$ cat src/rtl/barrel_shift_pipelined.sv
// Pipelined barrel shifter: LSL / LSR / ROL / ASR with per-stage radix-2^RADIX_BITS muxing and valid/ready flow control.
// Optional feature: define BARREL_SHIFT_ROTATE_EN to enable rotate-left (mode 10); otherwise mode 10 acts as logical left.
module barrel_shift_pipelined #(
  parameter int unsigned WIDTH      = 13,
  parameter int unsigned RADIX_BITS = 2,
  parameter int unsigned SHIFT_W    = $clog2(WIDTH),
  parameter int unsigned STAGES     = (SHIFT_W + RADIX_BITS - 1) / RADIX_BITS,
  parameter int unsigned TAG_WIDTH  = 8
) (
  input  logic                 clk,
  input  logic                 reset,
  input  logic [WIDTH-1:0]     in,
  input  logic [SHIFT_W-1:0]   shift,
  input  logic [1:0]           mode,
  input  logic [TAG_WIDTH-1:0] tagIn,
  input  logic                 validIn,
  output logic                 readyIn,
  output logic [WIDTH-1:0]     out,
  output logic [TAG_WIDTH-1:0] tagOut,
  output logic                 validOut,
  input  logic                 readyOut
);

  localparam int unsigned RADIX = 1 << RADIX_BITS;
  localparam int unsigned REM_W = STAGES * RADIX_BITS;

  typedef enum logic [1:0] {
    MODE_LSL = 2'b00,
    MODE_LSR = 2'b01,
    MODE_ROL = 2'b10,
    MODE_ASR = 2'b11
  } mode_e;

  // Shift/rotate by a constant amount; amounts >= WIDTH flush to the fill value.
  function automatic logic [WIDTH-1:0] shift_by(
    input logic [WIDTH-1:0] data,
    input int unsigned      amt,
    input mode_e            md,
    input logic             sign
  );
    logic [WIDTH-1:0] ones;
    logic [WIDTH-1:0] res;
`ifdef BARREL_SHIFT_ROTATE_EN
    int unsigned      rot;
`endif
    ones = '1;
    case (md)
      MODE_LSR: res = data >> amt;
      MODE_ASR: res = (data >> amt) | (sign ? ~(ones >> amt) : '0);
`ifdef BARREL_SHIFT_ROTATE_EN
      MODE_ROL: begin
        rot = amt % WIDTH;
        res = (data << rot) | (data >> (WIDTH - rot));
      end
`endif
      default:  res = data << amt;
    endcase
    return res;
  endfunction

  logic [STAGES:0] stage_ready;

  assign stage_ready[STAGES] = readyOut;

  for (genvar s = 0; s < STAGES; s++) begin : g_stage
    // Remaining shift bits narrow by RADIX_BITS per stage so no stage carries unused bits.
    localparam int unsigned RW = RADIX_BITS * (STAGES - s);

    logic [WIDTH-1:0]     d_in;
    logic [RW-1:0]        r_in;
    mode_e                m_in;
    logic                 sg_in;
    logic [TAG_WIDTH-1:0] t_in;
    logic                 v_in;
    logic [WIDTH-1:0]     shifted;

    logic [WIDTH-1:0]     data_q;
    logic [TAG_WIDTH-1:0] tag_q;
    logic                 valid_q;

    if (s == 0) begin : g_head
      always_comb begin
        d_in  = in;
        r_in  = RW'(shift);
        m_in  = mode_e'(mode);
        sg_in = in[WIDTH-1];
        t_in  = tagIn;
        v_in  = validIn;
      end
    end else begin : g_body
      always_comb begin
        d_in  = g_stage[s-1].data_q;
        r_in  = g_stage[s-1].g_fwd.rem_q;
        m_in  = g_stage[s-1].g_fwd.mode_q;
        sg_in = g_stage[s-1].g_fwd.sign_q;
        t_in  = g_stage[s-1].tag_q;
        v_in  = g_stage[s-1].valid_q;
      end
    end

    assign stage_ready[s] = !valid_q || stage_ready[s+1];

    always_comb begin
      shifted = d_in;
      for (int unsigned d = 0; d < RADIX; d++) begin
        if (int'(r_in[RADIX_BITS-1:0]) == int'(d)) begin
          shifted = shift_by(d_in, d << (s * RADIX_BITS), m_in, sg_in);
        end
      end
    end

    always_ff @(posedge clk) begin
      if (reset) begin
        valid_q <= 1'b0;
        data_q  <= '0;
        tag_q   <= '0;
      end else if (stage_ready[s]) begin
        valid_q <= v_in;
        data_q  <= shifted;
        tag_q   <= t_in;
      end
    end

    // Side fields only matter to downstream stages, so the final stage omits them.
    if (s < STAGES - 1) begin : g_fwd
      logic [RW-RADIX_BITS-1:0] rem_q;
      mode_e                    mode_q;
      logic                     sign_q;

      always_ff @(posedge clk) begin
        if (reset) begin
          rem_q  <= '0;
          mode_q <= MODE_LSL;
          sign_q <= 1'b0;
        end else if (stage_ready[s]) begin
          rem_q  <= r_in[RW-1:RADIX_BITS];
          mode_q <= m_in;
          sign_q <= sg_in;
        end
      end
    end
  end

  assign readyIn  = stage_ready[0] && !reset;
  assign out      = g_stage[STAGES-1].data_q;
  assign tagOut   = g_stage[STAGES-1].tag_q;
  assign validOut = g_stage[STAGES-1].valid_q;

endmodule
$ cat config.mk
export PLATFORM = sky130hd
export DESIGN_NAME = barrel_shift_pipelined
export DESIGN_NICKNAME = d
export VERILOG_FILES = /design/src/rtl/barrel_shift_pipelined.sv
export SDC_FILE = /design/constraint.sdc
export NUM_CORES = 1
export LEC_CHECK = 0
export ABC_AREA = 1
export BUFFER_PORTS_ARGS = -buffer_cell sky130_fd_sc_hd__buf_2
export CELL_PAD_IN_SITES_DETAIL_PLACEMENT = 1
export CELL_PAD_IN_SITES_GLOBAL_PLACEMENT = 2
export CORE_ASPECT_RATIO = 0.7
export CORE_MARGIN = 5
export CORE_UTILIZATION = 29
export CTS_CLUSTER_SIZE = 12
export DETAILED_ROUTE_END_ITERATION = 7
export MAX_ROUTING_LAYER = met4
export PLACE_DENSITY = 0.82
export SLEW_MARGIN = 20
export SYNTH_ARGS = -nofsm -noshare
export SYNTH_HDL_FRONTEND = slang
export SYNTH_SLANG_ARGS = --single-unit
$ cat constraint.sdc
create_clock -name clk -period 1.9 [get_ports clk]
set_clock_uncertainty 0.2 [all_clocks]
set_input_delay 0.285 -clock clk [delete_from_list [all_inputs] [get_ports clk]]
set_output_delay 0.285 -clock clk [all_outputs]
set_load 0.01 [all_outputs]
# Word level (Yosys, flattened, before mapping)
# Index checks and enable logic that the tools add are counted.
# word_totals
word_cells	49
reg_bits	49
output_inout_bits	23
# op_classes
reduce_logical	6
bitwise_logic	6
muxes	18
eq_ne	10
# ops
op	n
$mux W13	12
$pmux W13 S2	6
$or A1 B13 Y13	1
$or A10 B13 Y13	1
$or A11 B13 Y13	1
$or A12 B13 Y13	1
$or A5 B13 Y13	1
$or A9 B13 Y13	1
$eq A2 B2 Y1 const B	6
$eq A2 B1 Y1 const B	4
$logic_not A1 Y1	3
$logic_or A1 B1 Y1	2
$logic_and A1 B1 Y1	1

# Longest topological paths before layout
# depth
depth_word	6
mapped_depth	9

# Worst setup path after synthesis
# No wires, ideal clock.
# synth_path
kind	register to output
from	register g_stage[1].valid_q (netlist: validOut)
to	output port readyIn
path_buffers	1
path_stages_with_launch	7
path_slack_ns	0.426
required_ns	1.415
arrival_time_ns	0.989
cell_sequence	dfxtp_1 inv_1 nor2_4 nand2_4 nand2_2 inv_2 buf_2
# synth_between
elab_chain_cells	4
# synth_lines
element	line_no	rtl
from (decl)	79	logic valid_q;
from (signal assigned)	118	valid_q <= v_in;
$logic_not A1 Y1	101	assign stage_ready[s] = !valid_q || stage_ready[s+1];
$logic_or A1 B1 Y1 (2 in series)	101	
$logic_and A1 B1 Y1	144	assign readyIn = stage_ready[0] && !reset;
to (decl)	17	output logic readyIn,
# Every way passes these cells.

# Worst setup path after layout
# Same ends and word-level chain as after synthesis.

==> results by group <==
Outcome
  – Outcome: completed

Synth
  – Yosys cell types: 28
  – Top_reg_cell synth: dfxtp_1
  – Yosys reg bits: slightly below 50
  – Avg Cell Area, Syn: ~6.6 µm²
  – Post-synthesis sequential area ratio: 35.6%
  – Yosys top cell area share: 35.6%
  – Top-count cell post-synth: nand2_1
  – Syn Inst Count: ~420
  – Largest cells by area after synthesis: dfxtp_1, nand2_1, nand3_1, o21ai_0, inv_1
  – Ranking of synthesized cells by instance count: nand2_1, dfxtp_1, nand3_1, o21ai_0, inv_1
  – Biggest area consumer among synthesized cells: dfxtp_1
  – Post-Syn Nets: approximately 450
  – EDFF count, synth: 0
  – Cell area after synthesis: between 2000 and 3000 µm²
  – Synth warn: 0
  – Ys async rst share: 0%

Global routing
  – Vias in the first global route: between 3000 and 4000
  – Total gr overflow: 0
  – All-layer global routing usage: about 17%
  – Initial antenna violation count: 0
  – Largest net degree at the start of global routing: 26
  – First-pass GRT wire length: around 16000 µm

Clock tree
  – TritonCTS clock tree: done
  – Clk sinks: 49
  – Clock Latency Late Sink: ~300 ps
  – Root buf cell: clkbuf_16
  – Worst-path clk slew: 70 ps
  – Longest Clk Path Bufs: 2
  – H-Tree Depth: 2
  – CTS Buf Count: 5

Route
  – Remaining antenna violation count: 0
  – Initial DRC count: between 100 and 150
  – Post-Route WL: between 9000 and 10000 µm
  – Pre-antenna DRT Iters: 4
  – Via density: just under 5
  – Drt drc: 0
  – Routed via count: about 3000
  – Wire length per cell: 15.5 µm

Worst hold path
  – Hold Path Class: input port to flip-flop
  – Hold wc startpoint: mode[1]

Floorplan
  – Initial Util: 30.0%
  – Die W: about 130 µm
  – FP Rows: 29
  – I/O Pins: 54
  – Die area: between 10000 and 15000 µm²
  – Die Y: between 90 and 100 µm
  – Core area: 9180 µm²

STA
  – Max-slew headroom: between 60% and 70%
  – Final worst-path cycle share: between 90% and 100%
  – Post-Route Setup TNS: 0 ps
  – RSZ-0062 raised after global routing: no
  – Final hold vios: 0
  – Final setup vio count: 0
  – Worst Tran Pin Value: 487 ps
  – Min cycle time layout: about 1800 ps
  – Slew Limit Fails: 0
  – Max Fclk: roughly 0.56 GHz
  – Worst hold margin: 16.4 ps

Finish
  – Antenna diodes: 0
  – Area delta synth->final: 23.2%
  – Layout Cells excl Fill: between 600 and 700
  – Share of layout cells above drive strength 1: between 10% and 20%
  – Final nets: between 500 and 600
  – Filler cell count in the final layout: between 1000 and 1500

Critical path
  – Startpoint Class: flip-flop
  – CP Class: flip-flop to output port
  – Reg-to-Reg Start: validOut
  – Setup crit start: validOut
  – Critical path data required time: 1410 ps
  – CP endpoint kind: output port
  – CP max FO: 22
  – Worst EP arrival: approximately 1300 ps

Pwr
  – Peak VDD IR: 385 µV
  – PD cells: roughly 760 nW/µm²
  – LEAKAGE: ~1.7 nW
  – Post-layout power: approximately 2.6 mW

Place
  – RePlAce Congestion: roughly 0.85
  – Dpl hpwl: roughly 7200 µm
  – Cell count after placement: slightly below 600
  – IO Port Bufs: 53

Job
  – Number of max-cap violations: 0
-- area by class of cell --
class	count	area (µm²)	area share, %
Tap cell	124	155	4.57
Inverter	39	155	4.57
Multi-Input combinational cell	314	1480	43.5
Clock inverter	2	13.8	0.405
Clock buffer	6	139	4.09
Sequential cell	49	981	28.9
Timing Repair Buffer	77	474	14.0
-- placed cells by master, fill, tap and decap left out, drive strengths merged, types with 4 or more instances in the layout --
| cell type | n |
|---|---|
| a21oi | 24 |
| buf | 67 |
| clkbuf | 6 |
| clkinv | 4 |
| dfxtp | 49 |
| dlygate4sd3 | 10 |
| inv | 36 |
| nand2 | 144 |
| nand3 | 45 |
| nor2 | 25 |
| o211ai | 6 |
| o21ai | 57 |
-- worst paths after layout --
kind,to,slack (ps),cells past startpoint
setup / recovery,readyIn,110,6
hold / removal,g_stage[0].g_fwd.mode_q[1],20,2
setup reg to reg,tagOut[4],140,7
hold reg to reg,tagOut[0],250,2
-- what timing repair did --
item | in CTS | in global routing
endpoints found under the hold margin | 10 | 0
setup buffers | 1 | 0
pin swaps | 1 | 0
resized for setup | 1 | 3
hold buffers | 10 | 0
cloned | 0 | 0
endpoints found under the setup margin | 1 | 4
-- cells by family after synthesis --
| kind of cell | share of synthesized area [%] |
|---|---|
| simple gates | 34.7 |
| buf+inv | 10.8 |
| flops | 35.6 |
| compound gates | 19.0 |
-- report_power, final --
group	switching, mW	internal (mW)	leakage [nW]	total, mW
Sequential	0.0460	1.10	0.406	1.15
Combinational	0.326	0.195	1.19	0.521
Clock	0.397	0.524	0.0768	0.921
-- metal layers --
metal  GRT usage (%)  vias up  part of all wire (%)
met3            3.64        8                   4.5
met5               -        -                     0
met1            24.3     1441                    52
met4            4.02        0                   1.1
met2            24.3       56                    43
li1                -     1506                     -
-- state kept, by name (all words and copies together) (netlist names) --
signal	count
g_stage.data_q	13
g_stage.g_fwd.mode_q	2
g_stage.g_fwd.rem_q	2
g_stage.g_fwd.sign_q	1
g_stage.tag_q	8
g_stage.valid_q	1
out	13
tagOut	8
validOut	1
-- worst max-delay path, stage by stage (launching register included) --
cell	delay, ps
dfxtp_1	330
inv_1	60
nor2_4	140
nand2_4	90
nand2_2	130
inv_6	100
buf_2	150
-- per-stage QoR --
stage / instance area, µm² / setup slack (ps) / util, %
2_1_floorplan: 2760 / 426 / -
3_3_place_gp: 3120 / 239 / 34.0
3_5_place_dp: 3120 / 191 / 34.0
4_1_cts: 3390 / 42.2 / 36.9
5_1_grt: 3400 / 2.82 / 37.0
6_report: 3400 / 107 / 37.0
Note: power is estimated with default switching activity, not from simulation.
